`src/rtl/divider_32b.sv`:
```
// rtl/divider_32b.sv - iterative radix-2 restoring divider for RV32M DIV/DIVU/REM/REMU
module divider_32b #(
    parameter int XLEN = 32
) (
    input  logic            clk,
    input  logic            rst,
    input  logic            start,
    input  logic [1:0]      op,
    input  logic [XLEN-1:0] dividend,
    input  logic [XLEN-1:0] divisor,
    output logic [XLEN-1:0] result,
    output logic            busy,
    output logic            done
);

    localparam logic [1:0] S_IDLE = 2'd0;
    localparam logic [1:0] S_CALC = 2'd1;
    localparam logic [1:0] S_FIX  = 2'd2;
    localparam logic [1:0] S_DONE = 2'd3;

    localparam int CW = $clog2(XLEN);
    localparam logic [CW-1:0] LAST_STEP = CW'(XLEN - 1);
    localparam logic [XLEN-1:0] MIN_NEG = {1'b1, {(XLEN-1){1'b0}}};

    logic [1:0]      state;
    logic            sel_rem;       // 1: REM/REMU, 0: DIV/DIVU
    logic [XLEN-1:0] dividend_q;    // raw dividend, needed for divide-by-zero remainder
    logic [XLEN-1:0] divisor_mag;
    logic [XLEN-1:0] rem;
    logic [XLEN-1:0] quo;
    logic [CW-1:0]   count;
    logic            fast;          // divide-by-zero or signed overflow: skip the iteration
    logic            div_zero_q;
    logic            neg_quo;
    logic            neg_rem;

    logic            is_signed;
    logic [XLEN-1:0] dividend_abs;
    logic [XLEN-1:0] divisor_abs;
    logic            div_zero;
    logic            overflow;
    logic            accept;
    logic [XLEN:0]   trial;
    logic [XLEN-1:0] shifted_rem;
    logic [XLEN-1:0] quo_fix;
    logic [XLEN-1:0] rem_fix;
    logic [XLEN-1:0] fast_result;

    // Operand decode, one restoring step, and final sign fix-up
    always_comb begin
        is_signed    = ~op[0];
        dividend_abs = (is_signed && dividend[XLEN-1]) ? (~dividend + 1'b1) : dividend;
        divisor_abs  = (is_signed && divisor[XLEN-1])  ? (~divisor + 1'b1)  : divisor;
        div_zero     = (divisor == '0);
        overflow     = is_signed && (dividend == MIN_NEG) && (divisor == '1);
        accept       = start && ((state == S_IDLE) || (state == S_DONE));
        // The bit shifted out of rem acts as the carry so the trial never loses it.
        trial        = {rem, quo[XLEN-1]} - {1'b0, divisor_mag};
        shifted_rem  = {rem[XLEN-2:0], quo[XLEN-1]};
        quo_fix      = neg_quo ? (~quo + 1'b1) : quo;
        rem_fix      = neg_rem ? (~rem + 1'b1) : rem;
        if (div_zero_q) begin
            fast_result = sel_rem ? dividend_q : '1;
        end else begin
            fast_result = sel_rem ? '0 : MIN_NEG;
        end
    end

    // Control FSM and datapath registers
    always_ff @(posedge clk) begin
        if (rst) begin
            state       <= S_IDLE;
            result      <= '0;
            sel_rem     <= 1'b0;
            dividend_q  <= '0;
            divisor_mag <= '0;
            rem         <= '0;
            quo         <= '0;
            count       <= '0;
            fast        <= 1'b0;
            div_zero_q  <= 1'b0;
            neg_quo     <= 1'b0;
            neg_rem     <= 1'b0;
        end else begin
            case (state)
                S_IDLE, S_DONE: begin
                    if (accept) begin
                        sel_rem     <= op[1];
                        dividend_q  <= dividend;
                        divisor_mag <= divisor_abs;
                        quo         <= dividend_abs;
                        rem         <= '0;
                        count       <= '0;
                        fast        <= div_zero | overflow;
                        div_zero_q  <= div_zero;
                        neg_quo     <= is_signed && (dividend[XLEN-1] ^ divisor[XLEN-1]);
                        neg_rem     <= is_signed && dividend[XLEN-1];
                        state       <= S_CALC;
                    end else begin
                        state <= S_IDLE;
                    end
                end
                S_CALC: begin
                    if (fast) begin
                        result <= fast_result;
                        state  <= S_DONE;
                    end else begin
                        if (!trial[XLEN]) begin
                            rem <= trial[XLEN-1:0];
                            quo <= {quo[XLEN-2:0], 1'b1};
                        end else begin
                            rem <= shifted_rem;
                            quo <= {quo[XLEN-2:0], 1'b0};
                        end
                        count <= count + 1'b1;
                        if (count == LAST_STEP) begin
                            state <= S_FIX;
                        end
                    end
                end
                S_FIX: begin
                    result <= sel_rem ? rem_fix : quo_fix;
                    state  <= S_DONE;
                end
            endcase
        end
    end

    assign busy = (state != S_IDLE);
    assign done = (state == S_DONE);

endmodule

```
`config.mk`:
```
export PLATFORM = sky130hd
export DESIGN_NAME = divider_32b
export DESIGN_NICKNAME = d
export VERILOG_FILES = /design/src/rtl/divider_32b.sv
export SDC_FILE = /design/constraint.sdc
export NUM_CORES = 1
export LEC_CHECK = 0
export CORE_UTILIZATION = 53
export DETAILED_ROUTE_END_ITERATION = 16
export GPL_ROUTABILITY_DRIVEN = 0
export PLACE_DENSITY = 0.74
export SLEW_MARGIN = 20
export SYNTH_ARGS = -nofsm -noshare
export SYNTH_HDL_FRONTEND = slang
export SYNTH_SLANG_ARGS = --single-unit
```
`constraint.sdc`:
```
create_clock -name clk -period 3.3 [get_ports clk]
set_clock_uncertainty 0.1 [all_clocks]
set_input_delay 0.495 -clock clk [delete_from_list [all_inputs] [get_ports clk]]
set_output_delay 0.495 -clock clk [all_outputs]
set_load 0.1 [all_outputs]
```
After elaboration in Yosys (flattened, before gate mapping)
Cells that the tools add are included.
{"block": "totals", "regBits": 172, "wordCells": 76, "output_inout_bits": 34, "in_bits": 69}
{"block": "classes", "eq_ne": 10, "reduce_logical": 16, "mux": 25, "bitwise_logic": 7, "addsub": 6}
{"cell": "32-bit 2-to-1 mux", "n": 14}
{"cell": "32-bit one-hot mux with 2 select lines", "n": 3}
{"cell": "32-bit by 1-bit adder with 32-bit output, second input constant", "n": 4}
{"cell": "32-bit inverter", "n": 4}
{"cell": "32-bit equality test, second input constant", "n": 2}
{"cell": "33-bit by 32-bit subtractor with 33-bit output", "n": 1}
{"cell": "32-bit logical NOT", "n": 1}
{"cell": "5-bit 2-to-1 mux", "n": 2}
{"cell": "5-bit one-hot mux with 2 select lines", "n": 1}
{"cell": "1-bit logical AND", "n": 6}
{"cell": "2-bit inequality test, second input constant", "n": 3}
{"cell": "2-bit one-hot mux with 3 select lines", "n": 1}
{"cell": "2-bit nonzero test", "n": 3}
{"cell": "5-bit by 1-bit adder with 5-bit output, second input constant", "n": 1}
{"cell": "5-bit equality test, second input constant", "n": 1}
{"cell": "2-bit equality test, second input constant", "n": 2}
{"cell": "2-bit 2-to-1 mux", "n": 2}
{"cell": "2-bit AND reduction", "n": 2}
{"cell": "3-bit inequality test, second input constant", "n": 1}
{"cell": "3-bit AND reduction", "n": 1}
{"cell": "2-bit by 1-bit equality test with 1-bit output, second input constant", "n": 1}
{"cell": "2-bit logical NOT", "n": 1}
{"cell": "1-bit 2-to-1 mux", "n": 2}
{"cell": "2-bit OR reduction", "n": 1}
{"cell": "4 further kinds", "n": 4}

Longest topological paths before layout
Gate-level depths: netlist of the first run.
{"block": "depth", "ltp_word": 5, "depth_mapped": 14}

Worst setup path before layout of the first run
Ideal clock, no wire load.
{"block": "synth_timing", "kind": "flip-flop to flip-flop", "from": "reg quo[31]", "to": "reg rem[1]", "required_ns": 3.083, "synth_period_minus_slack_ns": 3.149, "arrival_time_ns": 2.932, "slack_ns": 0.151, "setup_ns": 0.117, "path_buffers": 2, "stages_incl_launch_ff": 15, "cell_sequence": "dfxtp_1 -> inv_1 -> ha_1 -> fa_1 -> nor2b_1 -> o2111ai_1 -> a21oi_1 -> o21bai_1 -> and4b_1 -> or4_1 -> clkbuf_1 -> buf_2 -> nand2_1 -> o21ai_0 -> a22o_1"}
{"block": "synth_between", "elab_chain_len": 4}
{"element": "from (decl)", "line_no": "30", "source": "logic [XLEN-1:0] quo;"}
{"element": "from (signal assigned)", "line_no": "91", "source": "quo <= dividend_abs;"}
{"element": "from (signal assigned)", "line_no": "110", "source": "quo <= {quo[XLEN-2:0], 1'b1};"}
{"element": "from (signal assigned)", "line_no": "113", "source": "quo <= {quo[XLEN-2:0], 1'b0};"}
{"element": "33-bit by 32-bit subtractor with 33-bit output", "line_no": "58", "source": "trial = {rem, quo[XLEN-1]} - {1'b0, divisor_mag};"}
{"element": "32-bit 2-to-1 mux", "line_no": "108", "source": "if (!trial[XLEN]) begin"}
{"element": "32-bit 2-to-1 mux", "line_no": "104", "source": "if (fast) begin"}
{"element": "32-bit one-hot mux with 2 select lines", "line_no": "85", "source": "case (state)"}
{"element": "to (signal assigned)", "line_no": "109", "source": "rem <= trial[XLEN-1:0];"}
{"element": "to (signal assigned)", "line_no": "112", "source": "rem <= shifted_rem;"}
{"element": "to (decl)", "line_no": "29", "source": "logic [XLEN-1:0] rem;"}
Every way passes these cells. The select of a mux whose other input is x is not followed.
A chain may end at the register's enable or synchronous reset.

Final worst setup path of the first run
{"block": "layout_timing", "from": "reg quo[31]", "to": "reg rem[30]"}
The elaborated chain is that of the path after synthesis.

==> impl_metrics.tcl, run 1 <==
set metrics [dict create \
    clockBufferDepth 2 \
    power.density_nw_per_um2 652 \
    yosys_most_used_dff "dfxtp_1" \
    report.final.slew_viol_count 0 \
    crit_type "reg -> reg" \
    synth.cell_area_sq_um 11700 \
    multi_input_area_sq_um 7800 \
    place_area_sq_um 13500 \
    fp.dieArea_sq_um 22700 \
    drcViolationCount 0 \
    worstMarginPinSlew_ns 0.821 \
    r2r_start "quo[31]$_SDFFE_PP0P_" \
    reg2reg_depth 13 \
    globalRouteMet1Util_pct 43.4 \
    rsz0062_at_grt "true" \
    drv.max_cap_violation_count 0 \
    finalInstanceArea_sq_um 14300 \
    drt_wl_total_mm 36.5 \
    synth_edf_count 0 \
    crit_required_ns 3.55 \
    cts_root_buf "clkbuf_16" \
    netlist-cell-type-count 78 \
    drt-vias-per-instance 6.10 \
    grt_max_degree 92 \
    dpl_worst_slack_ns -0.211 \
    cts_hold_buf 0 \
    clock_latency_ns 0.45 \
    coreArea_sq_um 21800 \
    antenna_found_initial 0 \
    fillers 1975 \
    post_route_cells_drive_above_1_share_pct 13.5 \
    layout-area-overhead-vs-synth_pct 21.7 \
    hold_viol 0 \
    power.total_mw 9.30 \
    layoutNonFillerInstCount 2031 \
    wl_per_cell_um 18.0 \
    fin_crit_sh_pct 96.6 \
    grt_pass1_vias 11212 \
    dp_hpwl_mm 26.7 \
    die_h_um 151 \
    rows 54 \
    final-seq-area_sq_um 3440 \
    r2r-end "rem[30]$_SDFFE_PP0P_" \
    max_freq_ghz 0.314 \
    die_w_um 151 \
    cts.sinks 172 \
    startpoint_type "register" \
    setup_violations 0 \
    cts_tree "built" \
    portBuffers 102 \
    worst_slack_ns 0.112 \
    mostFrequentLayoutCell "nand2_1" \
    end_kind "register" \
    p_leak_nw 5.52 \
    syn_area_per_cell_sq_um 7.37 \
    use_met2_pct 51.4 \
    fin_crit_ns 3.19 \
    drt_iter0_drc 1060 \
    synthesis.instances 1592 \
    dr.pass1.iters 6 \
    max_slew_margin_pct 45.0 \
    whs_ns 0.350 \
    crit_end "rem[30]$_SDFFE_PP0P_" \
    htreeDepth 4 \
    setup-tns-final_ns 0 \
    worst_ep_arrival_time_ns 3.44 \
    final_cell_mix "nand2_1, dfxtp_1, buf_4" \
    grt-ovfl-total 0 \
    grtUsageTotal_pct 32.4 \
    final_nets 1851 \
    status "finished, final reports clean" \
    critical_path.max_fanout 4 \
    crit_path_start "quo[31]$_SDFFE_PP0P_" \
    use_met3_pct 4.64 \
    cts_buffers 17 \
    n_antenna_cell 0 \
    grt_pass1_wl_mm 57.3 \
    hp-class "in -> reg" \
    vias 12396 \
    clkTransAtPathRegs_ns 0.07 \
    ys_seq_area_share_pct 29.4 \
    yosysWarnings 0 \
    io_pins 103 \
    r2r_setup_slack_ns 0.11 \
    worstHoldPathCells 2 \
    post-place-cells 1997 \
    peakVddDrop_uv 770 \
    antenna_left 0 \
    grt-busiest-layer "met2" \
    async_flop_share_pct 0 \
    post-route-util_pct 65.6 \
    syn_nets 1705 \
    start_util_pct 53.9 \
    synth-seq-cells 172 \
]
==> cells in the mapped netlist (all sizes together) (5+ instances only) <==
master	count	share of area (%)
nor4	18	1.0
and3	10	0.53
a2111oi	10	0.75
o31ai	26	1.8
o21ai	145	6.2
nand4	10	0.53
nor2	143	4.6
o41ai	18	1.3
nor3	23	0.98
nand3	25	1.1
ha	43	4.6
a31oi	20	1.1
a311oi	9	0.67
xor2	75	5.6
buf	16	0.71
nor2b	12	0.64
inv	55	1.8
nand2b	14	0.81
or3	17	0.98
o211ai	14	0.90
a21o	14	0.90
or4	14	1.0
mux2i	21	1.8
a21oi	146	6.2
dfxtp	172	29
o21a	7	0.45
nand4b	6	0.45
o21bai	5	0.32
nand2	256	8.2
and2	5	0.27
a211oi	34	2.2
clkbuf	83	2.8
xnor2	62	4.6
o22ai	9	0.48
==> what timing repair did <==
| action | 4_1_cts | 5_1_grt |
|---|---|---|
| gates resized for setup | 2 | 24 |
| gates cloned | 1 | 0 |
| buffers inserted | 0 | 1 |
| pin swaps | 1 | 4 |
| endpoints found under the setup margin | 4 | 35 |
==> flip-flops by register name (all words and copies together), names as in the netlist <==
| name | flops |
|---|---|
| count | 5 |
| divisor_mag | 32 |
| result | 32 |
| fast | 1 |
| quo | 32 |
| neg_rem | 1 |
| div_zero_q | 1 |
| neg_quo | 1 |
| sel_rem | 1 |
| dividend_q | 32 |
| rem | 32 |
| state | 2 |
==> cell families (layout without fill, tap and decap cells) <==
kind of cell	count (synthesis)	in the layout	share of synthesized area (%)
fa+ha+maj	44	44	4.76
buf+inv	156	315	5.44
flops	172	172	29.4
compound gates	491	491	25.9
simple gates	571	571	22.5
xor+xnor	137	137	10.2
mux	21	21	1.79
==> report_power, final <==
part | leakage [nW] | total (mW) | switching [mW] | internal [mW]
Sequential | 1.41 | 2.84 | 0.372 | 2.47
Clock | 0.281 | 2.03 | 1.00 | 1.03
Combinational | 3.83 | 4.44 | 2.94 | 1.50
Total | 5.52 | 9.30 | 4.31 | 4.99
==> per-layer routing <==
| metal | share of wire, % | routed length, um |
|---|---|---|
| met1 | 43 | 15800 |
| met2 | 46 | 16800 |
| met3 | 7.2 | 2640 |
| met4 | 3.5 | 1290 |
| met5 | 0 | 0 |
==> worst min-delay path by stage <==
stage	endpoint	slack, ns	from
3_3_place_gp	dividend_q[22]$_SDFFE_PP0P_	0.34	dividend_q[22]$_SDFFE_PP0P_
6_report	neg_rem$_SDFFE_PP0P_	0.35	rst
5_1_grt	dividend_q[23]$_SDFFE_PP0P_	0.37	dividend_q[23]$_SDFFE_PP0P_
2_1_floorplan	count[3]$_SDFFE_PP0P_	0.33	count[3]$_SDFFE_PP0P_
4_1_cts	neg_rem$_SDFFE_PP0P_	0.34	rst
3_5_place_dp	dividend_q[23]$_SDFFE_PP0P_	0.34	dividend_q[23]$_SDFFE_PP0P_
==> worst max-delay path, cell delays in order, from the launching register on <==
cell	delay, ns
dfxtp_1	0.33
inv_1	0.07
ha_1	0.23
fa_2	0.40
nor2b_4	0.14
o2111ai_2	0.13
a21oi_2	0.19
o21bai_1	0.11
and4b_1	0.21
buf_4	0.14
nor4_4	0.40
buf_4	0.22
nor2_1	0.09
a221o_1	0.32
==> layout make-up <==
| class | count | share of cell area (%) |
|---|---|---|
| clock inverters | 14 | 0.964 |
| flip-flops and latches | 172 | 24.1 |
| inverters | 56 | 1.47 |
| well taps | 280 | 2.46 |
| multi-input cells | 1264 | 54.6 |
| clock buffers | 18 | 3.08 |
| repair buffers | 227 | 13.3 |
(Power assumes the default switching activity.)
==> inputs of run 2 (changes only) <==
RECOVER_POWER = 100   (was unset)
==> run 2 against run 1 <==
The run now ends with capacitance limit, slew limit left. Final area decreased by 1.3%. Cell count unchanged. Critical path depth unchanged. Count of clock-buffer cells in the layout unchanged. Core utilization decreased by 0.85 points. Die area unchanged. Non-clock buffer count unchanged. Register-to-register slack about the same. Sequential cell count unchanged. Routed wire length about the same. Total power decreased by 1.1%.
==> impl_metrics.tcl, run 2 (synthesized netlist as in run 1, its figures left out) <==
set metrics [dict create \
    status "finished with violations" \
    violations "capacitance limit, slew limit" \
    dr.pass1.iters 6 \
    switching_power_mw 4.31 \
    htreeDepth 4 \
    grt_pass1_wl_mm 57.3 \
    wl_per_cell_um 18.0 \
    max_freq_ghz 0.314 \
    cts.sinks 172 \
    fillers 2007 \
    critPathMaxStageDelay_ns 0.40 \
    critical_path.max_fanout 4 \
    p_int_mw 4.89 \
    post-route-util_pct 64.7 \
    worstMarginPinSlew_ns 1.70 \
    n_antenna_cell 0 \
    drt_wl_total_mm 36.5 \
    r2r_setup_slack_ns 0.11 \
    max_slew_margin_pct -13.5 \
    worst_slack_ns 0.111 \
    cts_buffers 17 \
    grt_max_degree 92 \
    crit_type "reg -> reg" \
    drt-vias-per-instance 6.07 \
    hold_viol 0 \
    grt-ovfl-total 0 \
    fp.dieArea_sq_um 22700 \
    cpMaxStageDelayCell "fa_2" \
    coreArea_sq_um 21800 \
    die_w_um 151 \
    rows 54 \
    p_clk_share_pct 22.1 \
    post_route_cells_drive_above_1_share_pct 11.1 \
    final_nets 1851 \
    rsz0062_at_grt "true" \
    report.final.slew_viol_count 92 \
    p_leak_nw 5.34 \
    post-place-cells 1997 \
    die_h_um 151 \
    dpl_worst_slack_ns -0.211 \
    cts_tree "built" \
    final_cell_mix "nand2_1, dfxtp_1, a21oi_1" \
    drcViolationCount 0 \
    layout-area-overhead-vs-synth_pct 20.1 \
    clock_latency_ns 0.46 \
    drt_iter0_drc 1005 \
    crit_chain "inv_1 > ha_1 > fa_2 > nor2b_4 > o2111ai_2 > a21oi_2 > o21bai_1 > and4b_1 > buf_4 > nor4_4 > buf_4 > nor2_1 > a221o_1" \
    power.density_nw_per_um2 653 \
    crit_required_ns 3.55 \
    clkTransAtPathRegs_ns 0.08 \
    vias 12328 \
    drv.max_cap_violation_count 1 \
    mostFrequentLayoutCell "nand2_1" \
    cpMostUsedCell "buf_4" \
    grtUsageTotal_pct 32.4 \
    fin_crit_sh_pct 96.6 \
    portBuffers 102 \
    cts_root_buf "clkbuf_16" \
    start_util_pct 53.9 \
    seqPwrFrac_pct 30.8 \
    setup-tns-final_ns 0 \
    clockBufferDepth 2 \
    fin_crit_ns 3.19 \
    antenna_found_initial 0 \
    peakVddDrop_uv 762 \
    end_kind "register" \
    grt_pass1_vias 11212 \
    startpoint_type "register" \
    hp-class "in -> reg" \
    setup_violations 0 \
    dp_hpwl_mm 26.7 \
    antenna_left 0 \
    layoutNonFillerInstCount 2031 \
    comb_power_share_pct 47.1 \
    io_pins 103 \
    power.total_mw 9.20 \
    worst_ep_arrival_time_ns 3.43 \
    switching_share_pct 46.8 \
]
==> run 2: cell types whose count changed in the layout (fill, tap and decap cells not counted) <==
cell             delta
buf_12              -1
buf_2               +1
o21ai_2             -1
clkbuf_2            +5
clkbuf_4            +2
dlygate4sd3_1       +1
clkdlybuf4s50_1     -1
or4_4               -1
o21ai_1             +1
clkbuf_1           +40
or4_1               +1
buf_4              -47
==> run 2: power by group through the flow <==
stage | registers, mW | logic (mW) | clock network (mW)
5_1_grt | 2.88 | 4.68 | 2.14
2_1_floorplan | 3.32 | 2.54 | 0
3_5_place_dp | 2.87 | 4.27 | 0
4_1_cts | 2.82 | 4.31 | 2.05
6_report | 2.84 | 4.34 | 2.03
3_3_place_gp | 2.85 | 4.22 | 0
==> run 2: worst paths after layout <==
check	from	endpoint	cells past startpoint
setup / recovery	quo[31]$_SDFFE_PP0P_	rem[30]$_SDFFE_PP0P_	13
hold / removal	rst	neg_rem$_SDFFE_PP0P_	2
setup reg to reg	quo[31]$_SDFFE_PP0P_	rem[30]$_SDFFE_PP0P_	13
hold reg to reg	dividend_q[22]$_SDFFE_PP0P_	dividend_q[22]$_SDFFE_PP0P_	2
==> run 2: critical path, delay by kind of cell (launching register included) <==
kind | cells | cell delay, ns
AO/OA/AOI/OAI | 4 | 0.75
AND/OR/NAND/NOR | 4 | 0.83
flip-flops | 1 | 0.33
buffers and inverters | 3 | 0.42
adder cells (fa/ha/maj) | 2 | 0.63
==> run 2: area by class of cell <==
cell class | instances | area [sq um] | share of cell area (%)
clock buffers | 18 | 439 | 3.12
repair buffers | 227 | 1710 | 12.2
inverters | 56 | 210 | 1.49
multi-input cells | 1264 | 7790 | 55.3
flip-flops and latches | 172 | 3440 | 24.4
clock inverters | 14 | 138 | 0.977
well taps | 280 | 350 | 2.49
==> run 2: timing repair <==
action / 4_1_cts / 5_1_grt
buffers inserted: 0 / 1
hold buffers: 0 / 0
cloned: 1 / 0
pin swaps: 1 / 4
endpoints found under the setup margin: 4 / 35
gates resized for setup: 2 / 24
endpoints found under the hold margin: 0 / 0
==> run 2: per-layer routing <==
layer  GRT usage [%]  routed length, um
met1            43.4              15800
met4            14.6               1240
met5               0                  0
met3            4.64               2650
met2            51.4              16800
==> run 2: metrics by stage <==
| step | area (sq um) | hold slack, ns |
|---|---|---|
| after global routing | 14100 | 0.374 |
| final | 14100 | 0.348 |
| after detailed placement | 13500 | 0.343 |
| after global placement | 13500 | 0.339 |
| after CTS | 14200 | 0.340 |
| after floorplan | 11700 | 0.329 |
